===== src/rtl/tc_ps_gp_wr_arb.sv =====
// tc_ps_gp_wr_arb: round-robin arbiter/sequencer for the PL register-write bus.
// Owners may hold the bus for multi-beat sequences (req_last ends them). Optional
// idle gaps follow each write, and a stalled owner loses the bus after TMO idle cycles.
module tc_ps_gp_wr_arb #(
  parameter int unsigned NREQ = 4,
  parameter int unsigned AW   = 32,
  parameter int unsigned DW   = 32,
  parameter int unsigned GAP  = 0,
  parameter int unsigned TMO  = 255,
  localparam int unsigned IW  = $clog2(NREQ)
) (
  input  logic                 clk,
  input  logic                 rst,
  input  logic [NREQ-1:0]      req_valid,
  input  logic [NREQ-1:0]      req_last,
  input  logic [NREQ*AW-1:0]   req_addr,
  input  logic [NREQ*DW-1:0]   req_data,
  output logic [NREQ-1:0]      req_ready,
  output logic [AW-1:0]        addr,
  output logic [DW-1:0]        data,
  output logic                 wren,
  output logic [IW-1:0]        grant_id,
  output logic                 busy,
  output logic                 tmo
);

  localparam int unsigned CW       = IW + 1;
  localparam int unsigned IDLE_W   = 8;
  localparam int unsigned GAP_W    = 4;
  localparam int unsigned GAP_LAST = (GAP > 0) ? GAP - 1 : 0;
  localparam int unsigned TMO_LAST = (TMO > 0) ? TMO - 1 : 0;

  typedef enum logic [1:0] {
    S_IDLE = 2'd0,
    S_OWN  = 2'd1,
    S_GAP  = 2'd2
  } state_t;

  state_t             state, state_next;
  logic [IW-1:0]      ptr, ptr_next;
  logic [IW-1:0]      grant_next;
  logic [IDLE_W-1:0]  idle_cnt, idle_next;
  logic [GAP_W-1:0]   gap_cnt, gap_next;
  logic               seq_last, seq_last_next;
  logic               tmo_next;

  logic [AW-1:0]      addr_arr [NREQ];
  logic [DW-1:0]      data_arr [NREQ];
  logic               arb_hit;
  logic [IW-1:0]      arb_idx;
  logic [CW-1:0]      cand;
  logic [IW-1:0]      ptr_inc;
  logic               own_valid;
  logic               own_last;
  logic               accept;

  // Split the flattened request buses into per-requester words
  always_comb begin
    for (int i = 0; i < NREQ; i++) begin
      addr_arr[i] = req_addr[i*AW +: AW];
      data_arr[i] = req_data[i*DW +: DW];
    end
  end

  // Round-robin pick: first valid requester at or above ptr, modulo NREQ
  always_comb begin
    arb_hit = 1'b0;
    arb_idx = '0;
    cand    = '0;
    // Scan downward so the smallest offset from ptr is the final assignment
    for (int k = NREQ - 1; k >= 0; k--) begin
      cand = {1'b0, ptr} + CW'(k);
      if (cand >= CW'(NREQ)) cand = cand - CW'(NREQ);
      if (req_valid[cand[IW-1:0]]) begin
        arb_hit = 1'b1;
        arb_idx = cand[IW-1:0];
      end
    end
  end

  assign own_valid = req_valid[grant_id];
  assign own_last  = req_last[grant_id];
  assign accept    = (state == S_OWN) && own_valid;
  assign ptr_inc   = (grant_id == IW'(NREQ - 1)) ? '0 : grant_id + IW'(1);

  // State register plus arbitration/sequencing bookkeeping
  always_ff @(posedge clk) begin
    if (rst) begin
      state    <= S_IDLE;
      ptr      <= '0;
      grant_id <= '0;
      idle_cnt <= '0;
      gap_cnt  <= '0;
      seq_last <= 1'b0;
    end else begin
      state    <= state_next;
      ptr      <= ptr_next;
      grant_id <= grant_next;
      idle_cnt <= idle_next;
      gap_cnt  <= gap_next;
      seq_last <= seq_last_next;
    end
  end

  // Next-state: arbitration, beat acceptance, gap counting and stall timeout
  always_comb begin
    state_next    = state;
    ptr_next      = ptr;
    grant_next    = grant_id;
    idle_next     = idle_cnt;
    gap_next      = gap_cnt;
    seq_last_next = seq_last;
    tmo_next      = 1'b0;
    case (state)
      S_IDLE: begin
        if (arb_hit) begin
          grant_next = arb_idx;
          idle_next  = '0;
          state_next = S_OWN;
        end
      end
      S_OWN: begin
        if (own_valid) begin
          idle_next     = '0;
          seq_last_next = own_last;
          if (own_last) ptr_next = ptr_inc;
          if (GAP > 0) begin
            gap_next   = '0;
            state_next = S_GAP;
          end else if (own_last) begin
            state_next = S_IDLE;
          end
        end else if (idle_cnt == IDLE_W'(TMO_LAST)) begin
          // Owner stalled too long: reclaim the bus without issuing a write
          tmo_next   = 1'b1;
          idle_next  = '0;
          ptr_next   = ptr_inc;
          state_next = S_IDLE;
        end else begin
          idle_next = idle_cnt + IDLE_W'(1);
        end
      end
      S_GAP: begin
        if (gap_cnt == GAP_W'(GAP_LAST)) begin
          state_next = seq_last ? S_IDLE : S_OWN;
        end else begin
          gap_next = gap_cnt + GAP_W'(1);
        end
      end
      default: state_next = S_IDLE;
    endcase
  end

  // Handshake: only the current owner sees ready, and only while in OWN
  always_comb begin
    req_ready = '0;
    if (state == S_OWN) req_ready[grant_id] = 1'b1;
  end

  // Registered write port and status outputs
  always_ff @(posedge clk) begin
    if (rst) begin
      addr <= '0;
      data <= '0;
      wren <= 1'b0;
      tmo  <= 1'b0;
      busy <= 1'b0;
    end else begin
      wren <= accept;
      tmo  <= tmo_next;
      busy <= (state_next != S_IDLE);
      if (accept) begin
        addr <= addr_arr[grant_id];
        data <= data_arr[grant_id];
      end
    end
  end

endmodule


===== config.mk =====
export PLATFORM = sky130hd
export DESIGN_NAME = tc_ps_gp_wr_arb
export DESIGN_NICKNAME = d
export VERILOG_FILES = /design/src/rtl/tc_ps_gp_wr_arb.sv
export SDC_FILE = /design/constraint.sdc
export NUM_CORES = 1
export LEC_CHECK = 0
export ABC_CLOCK_PERIOD_IN_PS = 3300
export CORE_AREA = 4 4 131 133
export CTS_BUF_LIST = sky130_fd_sc_hd__clkbuf_2
export DETAILED_ROUTE_END_ITERATION = 12
export DIE_AREA = 0 0 135 137
export GPL_TIMING_DRIVEN = 0
export HOLD_SLACK_MARGIN = 0.08
export PLACE_DENSITY = 0.68
export RECOVER_POWER = 100
export SYNTH_ARGS = -nofsm -noshare
export SYNTH_HDL_FRONTEND = slang
export SYNTH_SLANG_ARGS = --single-unit

===== constraint.sdc =====
create_clock -name clk -period 3.3 [get_ports clk]
set_clock_uncertainty 0.15 [all_clocks]
set_input_delay 0.66 -clock clk [delete_from_list [all_inputs] [get_ports clk]]
set_output_delay 0.66 -clock clk [all_outputs]
set_load 0.02 [all_outputs]

==> results.py <==
metrics = {
    "clocking": {
        "clock_path_buffers": 2,
        "cts_sinks": 86,
        "cts_resized": 8,
        "cts_made_buffers": 9,
        "cts.clk_slew.worst_paths_ns": 0.23,
        "cts_root_buf": "clkbuf_2",
        "cts_setup_buffers": 0,
        "insertion_delay_ns": 0.59,
        "cts_max_level": 3,
        "tritoncts": "done",
        "ctsHoldBuffers": 0,
    },
    "min_path": {
        "hp-class": "reg -> reg",
        "hold_depth": 2,
    },
    "floorplanning": {
        "die_w_um": 135,
        "core-area_um2": 15800,
        "die_h_um": 137,
        "rows": 46,
        "die_area_um2": 18500,
        "io_pins": 339,
        "start_util_pct": 31.2,
    },
    "logic_synthesis": {
        "yosys_warnings": 0,
        "yosysTopAreaCell": "dfxtp_1",
        "ys.flop_type": "dfxtp_1",
        "synth_nets": 779,
        "synth_edf_count": 0,
        "ys_seq_elements": 86,
        "seq_area_frac_synth_pct": 34.9,
        "async_flop_share_pct": 0,
        "synth.area.top_cells": "dfxtp_1 (35%), mux4_2 (30%), nand2_1 (11%)",
        "synth_area_um2": 4940,
        "synth.distinct_cells": 40,
        "syn_avg_cell_area_um2": 9.78,
        "synth_top_area_share_pct": 34.9,
        "synthCells": 505,
    },
    "timing": {
        "finalSetupViolCount": 0,
        "period_needed_ns": 3.12,
        "timing.hold.ws_ns": 0.315,
        "fmax_mhz": 321,
        "hold_viol": 0,
        "rsz0062_at_grt": "false",
        "min_period_over_period_pct": 94.5,
        "tightest_slew_ns": 0.605,
        "setup-tns-final_ns": 0,
        "relSlewSlack_pct": 59.7,
        "finalMaxSlewViolations": 0,
    },
    "finish": {
        "fin_nets": 1125,
        "fillerInstances": 1460,
        "finalNonFillerCells": 1073,
        "final_layout_size_suffix_gt1_share_pct": 11.1,
        "syn2layout_area_growth_pct": 77.6,
        "utilization_pct": 55.4,
    },
    "critical_path": {
        "critPathRequiredTime_ns": 2.49,
        "critPathCaptureType": "output port",
        "crit_path_max_fanout": 23,
        "arrival_ns": 2.31,
        "startpoint_type": "flop",
        "path_class": "reg -> out",
        "r2r_cells": 7,
    },
    "power": {
        "irDropWorstVdd_uv": 203,
        "p_leak_nw": 3.19,
        "power.density_nw_per_um2": 327,
    },
    "route": {
        "drc": 0,
        "wirelength_um": 19500,
        "vias": 5225,
        "drtIter0Drc": 293,
        "first_pass_iters": 4,
        "wl_per_cell_um": 18.2,
        "detail-route-antenna-nets": 0,
        "via_per_inst": 4.87,
    },
    "global_route": {
        "grt_pass1_vias": 5391,
        "track_usage_pct": 20.2,
        "grt_max_degree": 24,
        "gr-total-overflow": 0,
        "grt_first_pass_wirelength_um": 28700,
        "antenna_found_initial": 1,
    },
    "placed_design": {
        "port-buffer-count": 338,
        "dp.final_hpwl_um": 16500,
        "placed_cells": 1059,
        "place.gp.congestion": 0.795,
    },
    "run": {
        "drv_cap": 0,
    },
    "run_status": {
        "status": "finished, final reports clean",
    },
}
-- placed cells by master (no fill, tap or decap), types with 3 or more instances in the layout --
| master | synthesis | layout |
|---|---|---|
| dlygate4sd3_1 | 0 | 72 |
| nor3_1 | 4 | 4 |
| and2_0 | 0 | 3 |
| clkbuf_2 | 0 | 9 |
| inv_1 | 10 | 10 |
| buf_2 | 16 | 6 |
| mux4_2 | 66 | 66 |
| a21oi_1 | 74 | 74 |
| o2bb2ai_1 | 3 | 3 |
| ha_1 | 8 | 8 |
| bufinv_16 | 0 | 4 |
| xor2_1 | 5 | 5 |
| a31oi_1 | 4 | 4 |
| nand2_1 | 144 | 144 |
| nor2_1 | 11 | 11 |
| clkbuf_1 | 20 | 27 |
| clkdlybuf4s50_1 | 0 | 264 |
| nand3_1 | 7 | 7 |
| nand4_1 | 3 | 3 |
| dfxtp_1 | 86 | 85 |
| nand2b_1 | 5 | 5 |
-- flip-flops by register name (all words and copies together), names as in the netlist --
| signal | cells |
|---|---|
| gap_cnt | 4 |
| state | 2 |
| data | 32 |
| busy | 1 |
| addr | 32 |
| wren | 1 |
| ptr | 2 |
| idle_cnt | 8 |
| grant_id | 2 |
| tmo | 1 |
| seq_last | 1 |
-- path summary, 6_finish.rpt --
kind | from | to | slack (ns)
max | grant_id[1] | req_ready[1] | 0.18
min | addr[9] | addr[9] | 0.31
max reg2reg | grant_id[1] | addr[2] | 0.44
min reg2reg | addr[9] | addr[9] | 0.31
-- critical path: stages (launching register included) --
cell and delay, ns:
dfxtp_1 0.49, buf_8 0.28, inv_1 0.09, ha_1 0.18, and2_0 0.14, clkdlybuf4s50_1 0.54
-- logic make-up after synthesis --
kind of cell / after synthesis / share of synthesized area (%)
simple gates: 192 / 16.4
flops: 86 / 34.9
buf+inv: 52 / 4.66
xor+xnor: 6 / 1.06
compound gates: 92 / 10.3
fa+ha+maj: 8 / 2.03
mux: 69 / 30.7
-- cell type report --
class,count,area (um^2),share of cell area (%)
antenna,1,2.50,0.0285
buffer,39,184,2.10
inverter,10,37.5,0.428
timing repair buffer,338,3380,38.6
sequential,86,1730,19.7
clock inverter,7,136,1.56
multi-input combinational,367,2990,34.1
tap,216,270,3.08
clock buffer,9,45.0,0.514
-- power breakdown --
part           switching (W)  total, W  internal (W)
Clock               0.000374  0.000772      0.000398
Combinational       0.000392  0.000960      0.000567
Sequential         0.0000330   0.00114       0.00110
-- metrics by stage --
stage | setup slack, ns | total power (W) | instance area (um^2)
2_1_floorplan | 0.808 | 0.00160 | 4940
3_3_place_gp | 0.0478 | 0.00215 | 8590
3_5_place_dp | 0.0227 | 0.00216 | 8590
4_1_cts | 0.0872 | 0.00293 | 8780
5_1_grt | 0.00869 | 0.00301 | 8770
6_report | 0.182 | 0.00287 | 8770
-- cells in the mapped netlist (4+ instances only) --
| master | number |
|---|---|
| a21oi_1 | 74 |
| a31oi_1 | 4 |
| and2_1 | 5 |
| buf_2 | 16 |
| clkbuf_1 | 20 |
| dfxtp_1 | 86 |
| ha_1 | 8 |
| inv_1 | 10 |
| mux4_2 | 66 |
| nand2_1 | 144 |
| nand2b_1 | 5 |
| nand3_1 | 7 |
| nor2_1 | 11 |
| nor3_1 | 4 |
| xor2_1 | 5 |
-- metal layers --
metal | vias up | part of all wire [%] | GRT usage (%)
met1 | 2472 | 38 | 23.9
met3 | 20 | 8.5 | 6.51
met4 | 0 | 1.0 | 3.86
met2 | 205 | 52 | 36.2
met5 | - | 0 | 0
li1 | 2528 | - | -
Note: power is estimated with default switching activity, not from simulation.
==> RTL edit (config.mk and constraints unchanged) <==
Reset style: asynchronous (`rst`), changed in 2 clocked blocks.
--- a/src/rtl/tc_ps_gp_wr_arb.sv
+++ b/src/rtl/tc_ps_gp_wr_arb.sv
@@ -86,3 +86,3 @@
   // State register plus arbitration/sequencing bookkeeping
-  always_ff @(posedge clk) begin
+  always_ff @(posedge clk or posedge rst) begin
     if (rst) begin
@@ -160,3 +160,3 @@
   // Registered write port and status outputs
-  always_ff @(posedge clk) begin
+  always_ff @(posedge clk or posedge rst) begin
     if (rst) begin
Formal check against the unedited RTL: differs if rst is asserted again (counterexample within 4 cycles, from zero or initial values and one cycle with rst high); with rst held inactive, the same outputs for 4 cycles.
==> RTL edit against the unedited design <==
- worst setup slack better by 44 ps
- via count down 13%
- worst hold slack better by 37 ps
- sequential cell count unchanged
- non-clock buffer count down 10
- cell area up 3.0%
- count of clock-buffer cells in the layout unchanged
- core utilization up 1.6 points
- die area unchanged
- synthesized area up 6.6%
- wire length down 3.2%
- critical path type unchanged
Power is not compared: it rests on default switching activity, and its combinational part moved more than twofold at a synthesized area within 25%.
==> RTL edit: results (changes against the unedited design) <==
Outcome
  • Status: finished, final reports clean

CTS
  • Register clock-pin slew on the reported worst setup and hold paths: 230 ps (about the same)
  • Clk buf depth: 2 (unchanged)
  • Clk root buf: clkbuf_2
  • Num CTS Buffers: 9 (unchanged)
  • H-tree levels: 3 (unchanged)
  • Clock Latency Late Sink: 550 ps (-40 ps)

Logic synthesis
  • Post-synth cell types: 45 (+13%)
  • Syn_nets: 613 (-21%)
  • Leading cell types by count after synthesis: dfrtp_1 (86), mux4_2 (66), mux2_2 (37), mux2_4 (20), nand2_1 (11)
  • Largest cells by area after synthesis: dfrtp_1 (41%), mux4_2 (28%), mux2_2 (7.9%), mux2_4 (5.7%), mux2_1 (2.1%)
  • Asr flop ratio synth: 100% (+100 points)
  • Post-synthesis sequential area ratio: 40.9% (+6.0 points)
  • Synthesized area per cell: 15.5 um^2 (+59%)
  • Warnings, synthesis: 0 (unchanged)

Placement
  • DP HPWL: 15900 um (-3.3%)
  • Final GP Congestion: 0.811 (+2.1%)
  • Placed cell count: 894 (-16%)
  • # port buffers: 338 (unchanged)
  • Placement-stage worst setup slack: 89.6 ps (+66.9 ps)

Timing
  • Rel. slew slack: 31.6% (-28 points)
  • Max Transition Viols Final: 0 (unchanged)
  • Hold Slack: 351 ps (+36.9 ps)

Global routing
  • GRT Resource Usage Total: 20.0% (-0.14 points)
  • Antenna violations before repair: 1 (unchanged)
  • First-pass GRT wire length: 28200 um (-1.7%)
  • Vias in the first global route: 5047 (-6.4%)
  • Largest net degree at the start of global routing: 69 (+190%)

Drt
  • WL/cell: 20.6 um (+14%)
  • Number of DRC markers in iteration 0: 193 (-34%)
  • Vias per cell: 4.97 (+2.0%)
  • Via count: 4543 (-13%)
  • DRC violations left: 0 (unchanged)
  • Drt pass-1 iters: 4 (unchanged)

Finish
  • Nets@finish: 967 (-14%)
  • Layout cells sized above 1: 20.3% (+9.2 points)
  • Fillers: 1296 (-11%)
  • Largest regs: addr x32, data x32, idle_cnt x8

Critical path
  • Worst reg2reg path depth: 6 (-1)
  • Flop2flop setup slack: 300 ps (-140 ps)
  • Crit-path max FO: 23 (unchanged)
  • Worst reg2reg path endpoint: data[15]
  • Crit path DAT: 2260 ps (-50 ps)
  • Critical R2R Launch: grant_id[1]
  • CP startpoint: grant_id[1]

Power and ir drop
  • Leakage: around 0.0035 uW
  • VDD IR-drop max: about 310 uV
  • P_sw: 2560 uW

Hold path
  • Hold Path End: gap_cnt[3]
  • Hold depth: 1 (-1)
  • Type of the tightest min-delay check: flop to flop
  • Worst hold start: gap_cnt[3]
==> RTL edit: cell types whose count changed after synthesis, moves of 8 or more <==
cell | before | now
nand2_1 | 144 | 11
dfrtp_1 | 0 | 86
dfxtp_1 | 86 | 0
a21oi_1 | 74 | 5
mux2_2 | 1 | 37
mux2_4 | 0 | 20
clkbuf_1 | 20 | 5
mux2_1 | 0 | 10
buf_2 | 16 | 8
==> RTL edit: how the worst max path moves through the flow <==
stage / end / slack [ps] / cells past startpoint
global route: req_ready[1] / 20 / 5
floorplan: addr[0] / 270 / 1
global placement: data[7] / -1220 / 2
CTS: req_ready[0] / 110 / 6
finish: req_ready[1] / 230 / 5
detailed placement: req_ready[1] / 90 / 7
==> RTL edit: critical path: stages, from the launching register on <==
cell and delay, ps:
dfrtp_1 480, buf_6 280, inv_1 100, ha_1 180
and2_0 130, clkdlybuf4s50_1 550
==> RTL edit: power by group through the flow <==
stage          clock [uW]  sequential (uW)  combinational [uW]
2_1_floorplan           0             2320                2340
3_3_place_gp            0             1800                4600
3_5_place_dp            0             1830                4650
4_1_cts               655             1800                4690
5_1_grt               691             1830                4560
6_report              620             1770                4250
==> RTL edit: metal layers <==
| metal | vias to the layer above | wire length [um] | track usage, % |
|---|---|---|---|
| li1 | 2056 | - | - |
| met1 | 2252 | 7060 | 22.6 |
| met2 | 208 | 9850 | 36.7 |
| met3 | 27 | 1510 | 5.51 |
| met4 | 0 | 448 | 6.66 |
| met5 | - | 0 | 0 |
==> RTL edit: logic make-up after synthesis <==
group                    after synthesis  share of synthesized area [%]
multiplexers                         133                           44.0
flip-flops                            86                           40.9
AND/OR/NAND/NOR                       44                           4.54
buffers and inverters                 34                           4.02
AO/OA/AOI/OAI                         31                           4.14
adder cells (fa/ha/maj)                8                           1.90
XOR/XNOR                               3                          0.499
==> RTL edit: area by class of cell <==
type | instances | share of cell area, %
clock inverter | 7 | 0.984
inverter | 10 | 0.430
buffer | 21 | 1.73
multi-input combinational | 219 | 31.2
timing repair buffer | 346 | 38.3
clock buffer | 9 | 0.499
tap | 216 | 2.99
antenna | 1 | 0.0277
sequential | 86 | 23.8
==> RTL edit: through the flow <==
step	cell area [um^2]	TNS, ps
after detailed placement	8950	0
after global routing	9030	0
after CTS	9090	0
after global placement	8920	-103820
final	9030	0
after floorplan	5260	0
==> RTL edit: what timing repair did <==
action / 4_1_cts / 5_1_grt
endpoints found under the setup margin: 3 / 4
gates resized for setup: 4 / 2
endpoints found under the hold margin: 0 / 0
setup buffers: 1 / 6
